--- config.mk ---
export PLATFORM = sky130hd
export DESIGN_NAME = seq_signed_multiplier
export DESIGN_NICKNAME = d
export VERILOG_FILES = /design/src/rtl/seq_signed_multiplier.sv
export SDC_FILE = /design/constraint.sdc
export NUM_CORES = 1
export LEC_CHECK = 0
export CELL_PAD_IN_SITES_DETAIL_PLACEMENT = 0
export CELL_PAD_IN_SITES_GLOBAL_PLACEMENT = 2
export CORE_MARGIN = 2
export CORE_UTILIZATION = 39
export DETAILED_ROUTE_END_ITERATION = 8
export PLACE_DENSITY_LB_ADDON = 0.1
export SYNTH_ARGS = -nofsm -noshare
export SYNTH_HDL_FRONTEND = slang
export SYNTH_SLANG_ARGS = --single-unit
export TNS_END_PERCENT = 1
--- constraint.sdc ---
create_clock -name Clock -period 5.9 [get_ports Clock]
set_clock_uncertainty 0.1 [all_clocks]
set_input_delay 1.18 -clock Clock [delete_from_list [all_inputs] [get_ports Clock]]
set_output_delay 1.18 -clock Clock [all_outputs]
set_load 0.005 [all_outputs]
--- src/rtl/seq_signed_multiplier.sv ---
// Sequential shift-and-add multiplier: signed BW_MCAND multiplicand times unsigned BW_MPLIER multiplier.
// Latency: Start sampled at edge T0 -> Prod valid with a one-cycle Done pulse after edge T0+BW_MPLIER+2.
// Backpressure: none; Start is accepted in any state and aborts an operation in flight without a Done pulse.
//
// Ports:
//   Clock  - rising-edge clock
//   Reset  - asynchronous, active-high; clears every register and returns to IDLE
//   Start  - begin an operation; Mcand/Mplier are captured on the same edge
//   Mcand  - signed two's-complement multiplicand (BW_MCAND bits)
//   Mplier - unsigned multiplier (BW_MPLIER bits)
//   Prod   - signed two's-complement product; held until the next completed operation
//   Busy   - high while an operation is in progress
//   Done   - one-cycle pulse on the cycle Prod is updated
//
// BW_I must be wide enough that 2**BW_I > BW_MPLIER so the iteration count fits.

module seq_signed_multiplier #(
    parameter int BW_MCAND  = 8,
    parameter int BW_MPLIER = 4,
    parameter int BW_I      = 4
) (
    input  logic                          Clock,
    input  logic                          Reset,
    input  logic                          Start,
    input  logic [BW_MCAND-1:0]           Mcand,
    input  logic [BW_MPLIER-1:0]          Mplier,
    output logic [BW_MCAND+BW_MPLIER-1:0] Prod,
    output logic                          Busy,
    output logic                          Done
);

    localparam int BW_PROD = BW_MCAND + BW_MPLIER;
    // Shift register layout: {carry, accumulator[BW_MCAND], multiplier[BW_MPLIER]}
    localparam int BW_SH   = 1 + BW_MCAND + BW_MPLIER;

    localparam logic [BW_MCAND-1:0] ONE_MCAND = BW_MCAND'(1);
    localparam logic [BW_PROD-1:0]  ONE_PROD  = BW_PROD'(1);
    localparam logic [BW_I-1:0]     ONE_I     = BW_I'(1);
    localparam logic [BW_I-1:0]     ITER_INIT = BW_I'(BW_MPLIER);

    typedef enum logic [2:0] {
        IDLE = 3'd0,
        LOAD = 3'd1,
        CONV = 3'd2,
        LOOP = 3'd3,
        FIN  = 3'd4
    } state_t;

    state_t state, state_nxt;

    // Operand / working registers
    logic [BW_MCAND-1:0] mcand_q;   // captured signed multiplicand
    logic [BW_MCAND-1:0] mag_q;     // |Mcand| as an unsigned value
    logic                sign_q;    // sign of the captured multiplicand
    logic [BW_SH-1:0]    shreg_q;   // {carry, acc, mplier}
    logic [BW_I-1:0]     i_q;       // remaining LOOP iterations

    // Combinational helpers
    logic [BW_MCAND-1:0] mag_conv;
    logic [BW_MCAND:0]   upper;
    logic [BW_MCAND:0]   upper_sum;
    logic [BW_MCAND:0]   upper_sel;
    logic [BW_SH-1:0]    shreg_nxt;
    logic [BW_PROD-1:0]  prod_mag;
    logic [BW_PROD-1:0]  prod_fin;

    // ------------------------------------------------------------------
    // State register
    // ------------------------------------------------------------------
    always_ff @(posedge Clock or posedge Reset) begin
        if (Reset) begin
            state <= IDLE;
        end else begin
            state <= state_nxt;
        end
    end

    // ------------------------------------------------------------------
    // Next-state logic. Start has priority over every state so that a new
    // request aborts whatever is in flight, including the FIN cycle.
    // ------------------------------------------------------------------
    always_comb begin
        state_nxt = state;
        if (Start) begin
            state_nxt = CONV;
        end else begin
            case (state)
                IDLE:    state_nxt = IDLE;
                // LOAD is never entered from Start (capture happens on the
                // Start edge itself); it simply falls through if reached.
                LOAD:    state_nxt = CONV;
                CONV:    state_nxt = LOOP;
                // Leave after the iteration with i==1; i==0 guards a
                // corrupted counter from looping forever.
                LOOP:    state_nxt = (i_q <= ONE_I) ? FIN : LOOP;
                FIN:     state_nxt = IDLE;
                default: state_nxt = IDLE;
            endcase
        end
    end

    // ------------------------------------------------------------------
    // Datapath arithmetic
    // ------------------------------------------------------------------
    always_comb begin
        // Two's-complement negation only for negative operands. The most
        // negative value maps onto itself, which read as unsigned is the
        // correct magnitude 2**(BW_MCAND-1).
        mag_conv = mcand_q;
        if (mcand_q[BW_MCAND-1]) begin
            mag_conv = ~mcand_q + ONE_MCAND;
        end

        // Conditional add into the upper half (carry + accumulator). The
        // carry bit is always zero here because the previous shift moved it
        // down into the accumulator MSB.
        upper     = shreg_q[BW_SH-1:BW_MPLIER];
        upper_sum = upper + {1'b0, mag_q};
        upper_sel = shreg_q[0] ? upper_sum : upper;
        shreg_nxt = {upper_sel, shreg_q[BW_MPLIER-1:0]} >> 1;

        // After BW_MPLIER shifts the full unsigned product sits in the low
        // BW_PROD bits; the magnitude bound guarantees the negation fits.
        prod_mag = shreg_q[BW_PROD-1:0];
        prod_fin = prod_mag;
        if (sign_q) begin
            prod_fin = ~prod_mag + ONE_PROD;
        end
    end

    // ------------------------------------------------------------------
    // Working registers
    // ------------------------------------------------------------------
    always_ff @(posedge Clock or posedge Reset) begin
        if (Reset) begin
            mcand_q <= '0;
            mag_q   <= '0;
            sign_q  <= 1'b0;
            shreg_q <= '0;
            i_q     <= '0;
        end else if (Start) begin
            mcand_q <= Mcand;
            mag_q   <= '0;
            sign_q  <= 1'b0;
            shreg_q <= {{(1 + BW_MCAND){1'b0}}, Mplier};
            i_q     <= ITER_INIT;
        end else begin
            case (state)
                CONV: begin
                    mag_q  <= mag_conv;
                    sign_q <= mcand_q[BW_MCAND-1];
                end
                LOOP: begin
                    if (i_q != '0) begin
                        shreg_q <= shreg_nxt;
                        i_q     <= i_q - ONE_I;
                    end
                end
                default: begin
                end
            endcase
        end
    end

    // ------------------------------------------------------------------
    // Outputs. Prod only moves in FIN, so an aborted operation never
    // exposes a partial or stale result.
    // ------------------------------------------------------------------
    always_ff @(posedge Clock or posedge Reset) begin
        if (Reset) begin
            Prod <= '0;
            Busy <= 1'b0;
            Done <= 1'b0;
        end else begin
            Done <= 1'b0;
            if (Start) begin
                Busy <= 1'b1;
            end else if (state == FIN) begin
                Prod <= prod_fin;
                Busy <= 1'b0;
                Done <= 1'b1;
            end
        end
    end

endmodule

==> qor.txt, run 1 <==
outcome: complete, no violations
remaining antenna violation count: 0
TritonRoute pass-1 iters: 4
Hold Path Class: reg2reg
Syn Area/Cell: 9.852 um^2
DRC viols: 0
HPWL after detailed placement: 3.836 mm
CP required: 5.99 ns
top cells by area, synth: dfrtp_1 46%, ha_1 6.0%, xor2_1 4.5%
top cell type's share of synthesized area: 45.85%
pin count of the biggest net entering global routing: 51
CTS buffer count: 5
most area-hungry cell type in the Yosys netlist: dfrtp_1
Global Route met1 Usage: 20.32%
boundary pin count: 29
Setup TNS Final: 0 ns
gr usage total: 15.88%
Startpoint Class: input port
most common cell after layout, fill and taps aside: dfrtp_1
setup ws final: 2.797 ns
dpl ws: 2.426 ns
global routing's busiest layer: met2
Synthesis Warnings: 0
Worst-Margin Slew: 1.054 ns
Max clock buf depth: 2
First DRT Iteration DRCs: 84
CTS Hold Buffers Added: 0
most frequent cells in the layout: 50 x dfrtp_1, 31 x nand2_1, 28 x nor2_1, 28 x clkdlybuf4s50_1, 21 x o21ai_0
Unique masters post-synth: 46
post-synthesis sequential area ratio: 45.85%
DIE HEIGHT: 87.65 um
IO buf count: 28
Syn Std Cell Area: 2729 um^2
NumNets Final: 329
final hold viol count: 0
n_diodes: 0
Placeable Area: 6794 um^2
post-layout min period: 3.103 ns
worst-path fanout max: 38
Via-to-Cell Ratio: 4.892
final setup violation count: 0
CTS HTree Levels: 2
post-layout util: 46.87%
WHS: 0.4115 ns
die area: 7683 um^2
f_max: 322.2 MHz
final worst-path cycle share: 52.60%
Non-Filler Instances: 397
RSZ-0062 raised after global routing: no
final wirelength: 5.285 mm
Multi-input gate area: 1404 um^2
Async S/R FF share, synth: 100.0%
Slew Limit Fails: 0
Initial Util: 40.17%
Net Count, Synth: 306
row count: 30
worst vdd ir: 0.1122 mV
Design Power: 1.010 mW
Routed WL per cell: 13.31 um
Post-Syn Instances: 277
relative max-transition margin: 29.65%
CP Class: in2reg
Reg clk slew, reported paths: 0.09 ns
count of flip-flops with a built-in enable after synthesis: 0
Post-CTS Repair Setup Buffers: 0
Die W: 87.65 um
final instance area: 3184 um^2
P_leak: 1.424 nW
kind of end point of the critical path: flop
PwrDens: 317.1 nW/um^2
routed vias: 1942
Max-Cap Viols: 0
Placement Cell Area: 3093 um^2
clk_lat worst skew: 0.30 ns
Reg area: 1251 um^2
Area Growth Syn to Fin: 16.69%
Primary FF master, synth: dfrtp_1
routing usage on met2: 27.20%
GRT met3 Usage: 3.393%
CTS tree: built
Overflow after GRT: 0
layout cells sized above 1: 8.306%
first-pass GRT wire length: 9.584 mm
# clock sinks: 50
initial antenna violation count: 0
# fillers: 697
Post-Place Cells: 389
Resized cells post-CTS: 0
routability cong.: 0.7461
Seq cells post-synth: 50
vias in the first global route: 2009
Root Driver: clkbuf_8
Data arrival, critical path: 3.20 ns
==> cell usage after synthesis, drive strengths merged, types with 3 or more instances <==
library cell and number:
dfrtp 50, a21oi 19, mux2i 9, xnor2 7, nor3 3, o21ai 22, clkbuf 10, inv 8
nor2b 4, a211oi 7, mux2 10, nand2b 4, nor2 28, xor2 14, nand3 3, nand4 3
nand2 31, ha 13, o31ai 5, a21o 3, buf 3
==> worst max-delay path: stages <==
cell and delay, ns:
clkdlybuf4s50_1 0.39, buf_4 0.26, nor4b_4 0.94, mux2_2 0.41
==> layout make-up <==
class / instances / share of cell area [%]
clock buffers: 7 / 2.711
well taps: 96 / 3.772
repair buffers: 29 / 9.037
inverters: 8 / 0.9430
flip-flops and latches: 50 / 39.29
clock inverters: 1 / 0.1572
multi-input cells: 206 / 44.09
==> routing by layer <==
metal / up-vias / part of all wire, %
met5: - / 0
met4: 0 / 1.1
met2: 24 / 48
met1: 898 / 48
met3: 5 / 2.4
li1: 1015 / -
==> state kept, by name (all words and copies together), names as in the netlist <==
signal   flops
Prod        12
shreg_q     12
mag_q        8
mcand_q      8
i_q          4
state        3
Busy         1
Done         1
sign_q       1
==> logic make-up after synthesis <==
family	Yosys count	synth area share, %
simple gates	87	15.36
compound gates	65	14.76
flops	50	45.85
xor+xnor	21	6.740
buf+inv	21	3.026
mux	19	7.565
fa+ha+maj	14	6.694
==> where the power goes <==
part / leakage (nW) / switching [mW] / internal [mW]
Combinational: 0.728 / 0.172 / 0.152
Sequential: 0.648 / 0.0774 / 0.398
Clock: 0.0482 / 0.115 / 0.0950
Total: 1.42 / 0.364 / 0.645
==> worst paths after layout <==
kind,to,start,depth (start not counted),slack [ns]
worst min-delay path,Busy,Busy,2,0.41
worst min register to register,Busy,Busy,2,0.41
max in group asynchronous,shreg_q[8],Reset,2,3.70
min in group asynchronous,state[2],Reset,2,1.35
worst max register to register,shreg_q[11],shreg_q[4],7,3.62
worst max-delay path,Prod[0],Start,4,2.80
(Power assumes the default switching activity.)
==> run 2, diff against run 1 <==
--- a/config.mk
+++ b/config.mk
@@ -8,7 +8,7 @@
 export CELL_PAD_IN_SITES_DETAIL_PLACEMENT = 0
 export CELL_PAD_IN_SITES_GLOBAL_PLACEMENT = 2
 export CORE_MARGIN = 2
-export CORE_UTILIZATION = 39
+export CORE_UTILIZATION = 36
 export DETAILED_ROUTE_END_ITERATION = 8
 export PLACE_DENSITY_LB_ADDON = 0.1
 export SYNTH_ARGS = -nofsm -noshare
==> constraint.sdc (replaced) <==
create_clock -name Clock -period 3.2 [get_ports Clock]
set_clock_uncertainty 0.1 [all_clocks]
set_input_delay 0.64 -clock Clock [delete_from_list [all_inputs] [get_ports Clock]]
set_output_delay 0.64 -clock Clock [all_outputs]
set_load 0.005 [all_outputs]
==> qor.txt, run 2 (synthesis results as in run 1) <==
outcome: complete, no violations (unchanged)
n_diodes: 0 (unchanged)
clock network fraction of total power: 19.3% (was 20.8%)
f_max: 435.5 MHz
Reg clk slew, reported paths: 0.09 ns (about the same)
sw frac: 36.30% (was 36.10%)
Design Power: 1.831 mW (was 1.010 mW)
global routing's busiest layer: met2 (unchanged)
GRT met3 Usage: 2.988% (was 3.393%)
remaining antenna violation count: 0 (unchanged)
CP cell instances: ha_1 > fa_1 > a21o_1 > nand4_1 > a21boi_0 > a2111oi_0 > nor2_1 (was clkdlybuf4s50_1 > buf_4 > nor4b_4 > mux2_2)
Via-to-Cell Ratio: 4.943 (was 4.892)
Die W: 91.07 um (was 87.65 um)
worst path buffer plus inverter count: 0 (was 2)
Post-Place Cells: 395 (was 389)
Max clock buf depth: 2 (unchanged)
NumNets Final: 332 (was 329)
Resized cells post-CTS: 0 (unchanged)
CTS Hold Buffers Added: 0 (unchanged)
CTS tree: built (unchanged)
Placement Cell Area: 3119 um^2 (was 3093 um^2)
CTS HTree Levels: 2 (unchanged)
final setup violation count: 0 (unchanged)
layout cells sized above 1: 8.581% (was 8.306%)
pin count of the biggest net entering global routing: 33 (was 51)
clk_lat worst skew: 0.30 ns (about the same)
Setup TNS Final: 0 ns (unchanged)
Slew Limit Fails: 0 (unchanged)
Worst path top cell family by delay: compound AO/OA/AOI/OAI gates (was simple AND/OR/NAND/NOR gates)
DRC viols: 0 (unchanged)
Initial Util: 37.42% (was 40.17%)
worst-path fanout max: 6 (was 38)
IO buf count: 28 (unchanged)
Placeable Area: 7292 um^2 (was 6794 um^2)
initial antenna violation count: 0 (unchanged)
final wirelength: 5.366 mm (was 5.285 mm)
setup ws final: 0.9039 ns (was 2.797 ns)
Area Growth Syn to Fin: 17.10% (was 16.69%)
Routed WL per cell: 13.35 um (was 13.31 um)
Seq pwr share: 47.9% (was 47.1%)
# fillers: 753 (was 697)
CTS buffer count: 5 (unchanged)
Overflow after GRT: 0 (unchanged)
First DRT Iteration DRCs: 61 (was 84)
kind of end point of the critical path: flop (unchanged)
HPWL after detailed placement: 4.039 mm (was 3.836 mm)
die area: 8293 um^2 (was 7683 um^2)
Startpoint Class: flop (was input port)
DIE HEIGHT: 91.07 um (was 87.65 um)
final hold viol count: 0 (unchanged)
Max-Cap Viols: 0 (unchanged)
Hold Path Class: reg2reg (unchanged)
reg2reg setup slack: 0.90 ns (was 3.62 ns)
TritonRoute pass-1 iters: 4 (unchanged)
Data arrival, critical path: 2.38 ns (was 3.20 ns)
Top Registers: Prod (12), shreg_q (12) (unchanged)
Pint: 1.166 mW (was 0.6453 mW)
routed vias: 1987 (was 1942)
post-layout min period: 2.296 ns
Global Route met1 Usage: 17.89% (was 20.32%)
relative max-transition margin: 52.41% (was 29.65%)
row count: 31 (was 30)
RSZ-0062 raised after global routing: no (unchanged)
final instance area: 3196 um^2 (was 3184 um^2)
most common cell after layout, fill and taps aside: dfrtp_1 (unchanged)
P_leak: 1.429 nW (was 1.424 nW)
Net Sw Power: 0.6646 mW (was 0.3645 mW)
CP Class: reg2reg (was in2reg)
Worst-Margin Slew: 0.7113 ns (was 1.054 ns)
dpl ws: 0.7568 ns (was 2.426 ns)
final worst-path cycle share: 71.75%
worst vdd ir: 0.2150 mV (was 0.1122 mV)
first-pass GRT wire length: 9.280 mm (was 9.584 mm)
routability cong.: 0.7495 (was 0.7461)
Non-Filler Instances: 402 (was 397)
Root Driver: clkbuf_8 (unchanged)
Worst path slowest cell: dfrtp_1 (was nor4b_4)
crit-path max cell delay: 0.47 ns (was 0.94 ns)
vias in the first global route: 1911 (was 2009)
CP required: 3.28 ns (was 5.99 ns)
routing usage on met2: 24.07% (was 27.20%)
Post-CTS Repair Setup Buffers: 0 (unchanged)
Logic pwr share: 32.8% (was 32.1%)
boundary pin count: 29 (unchanged)
most frequent cells in the layout: 50 x dfrtp_1, 31 x nand2_1, 28 x nor2_1, 28 x clkdlybuf4s50_1, 21 x o21ai_0 (unchanged)
PwrDens: 572.9 nW/um^2 (was 317.1 nW/um^2)
gr usage total: 13.98% (was 15.88%)
# clock sinks: 50 (unchanged)
## run 2: cell types whose count changed in the layout (fill, tap and decap cells not counted)
| cell | delta |
|---|---|
| clkbuf_8 | -1 |
| clkbuf_1 | +1 |
| clkinv_2 | -1 |
| buf_4 | +3 |
## run 2: final cells by class
type | count | area, um^2 | share of cell area [%]
Multi-Input combinational cell | 206 | 1404 | 43.93
Sequential cell | 50 | 1251 | 39.15
Timing Repair Buffer | 32 | 310.3 | 9.710
Tap cell | 99 | 123.9 | 3.876
Clock buffer | 7 | 76.32 | 2.388
Inverter | 8 | 30.03 | 0.9397
## run 2: metrics by stage
| step | hold slack [ns] | util [%] |
|---|---|---|
| after floorplan | 0.3545 | - |
| after global placement | 0.3940 | 42.78 |
| after detailed placement | 0.3931 | 42.78 |
| after CTS | 0.4157 | 43.82 |
| after global routing | 0.4337 | 43.82 |
| final | 0.4125 | 43.82 |
## run 2: final timing paths
| path | from | to | depth (start not counted) |
|---|---|---|---|
| setup / recovery | shreg_q[4] | shreg_q[11] | 7 |
| hold / removal | state[2] | state[1] | 1 |
| setup reg to reg | shreg_q[4] | shreg_q[11] | 7 |
| hold reg to reg | state[2] | state[1] | 1 |
| max in group asynchronous | Reset | mag_q[6] | 3 |
| min in group asynchronous | Reset | shreg_q[3] | 2 |
## run 2: power groups by stage
stage | sequential [mW] | clock, mW | combinational [mW]
6_report | 0.877 | 0.353 | 0.601
2_1_floorplan | 0.824 | 0 | 0.502
3_3_place_gp | 0.893 | 0 | 0.612
4_1_cts | 0.880 | 0.367 | 0.615
5_1_grt | 0.902 | 0.399 | 0.687
3_5_place_dp | 0.893 | 0 | 0.607
## run 2: metal layers
metal,part of all wire [%],vias to the layer above
met3,3.2,6
met4,1.1,0
li1,-,1022
met5,0,-
met2,49,36
met1,47,923
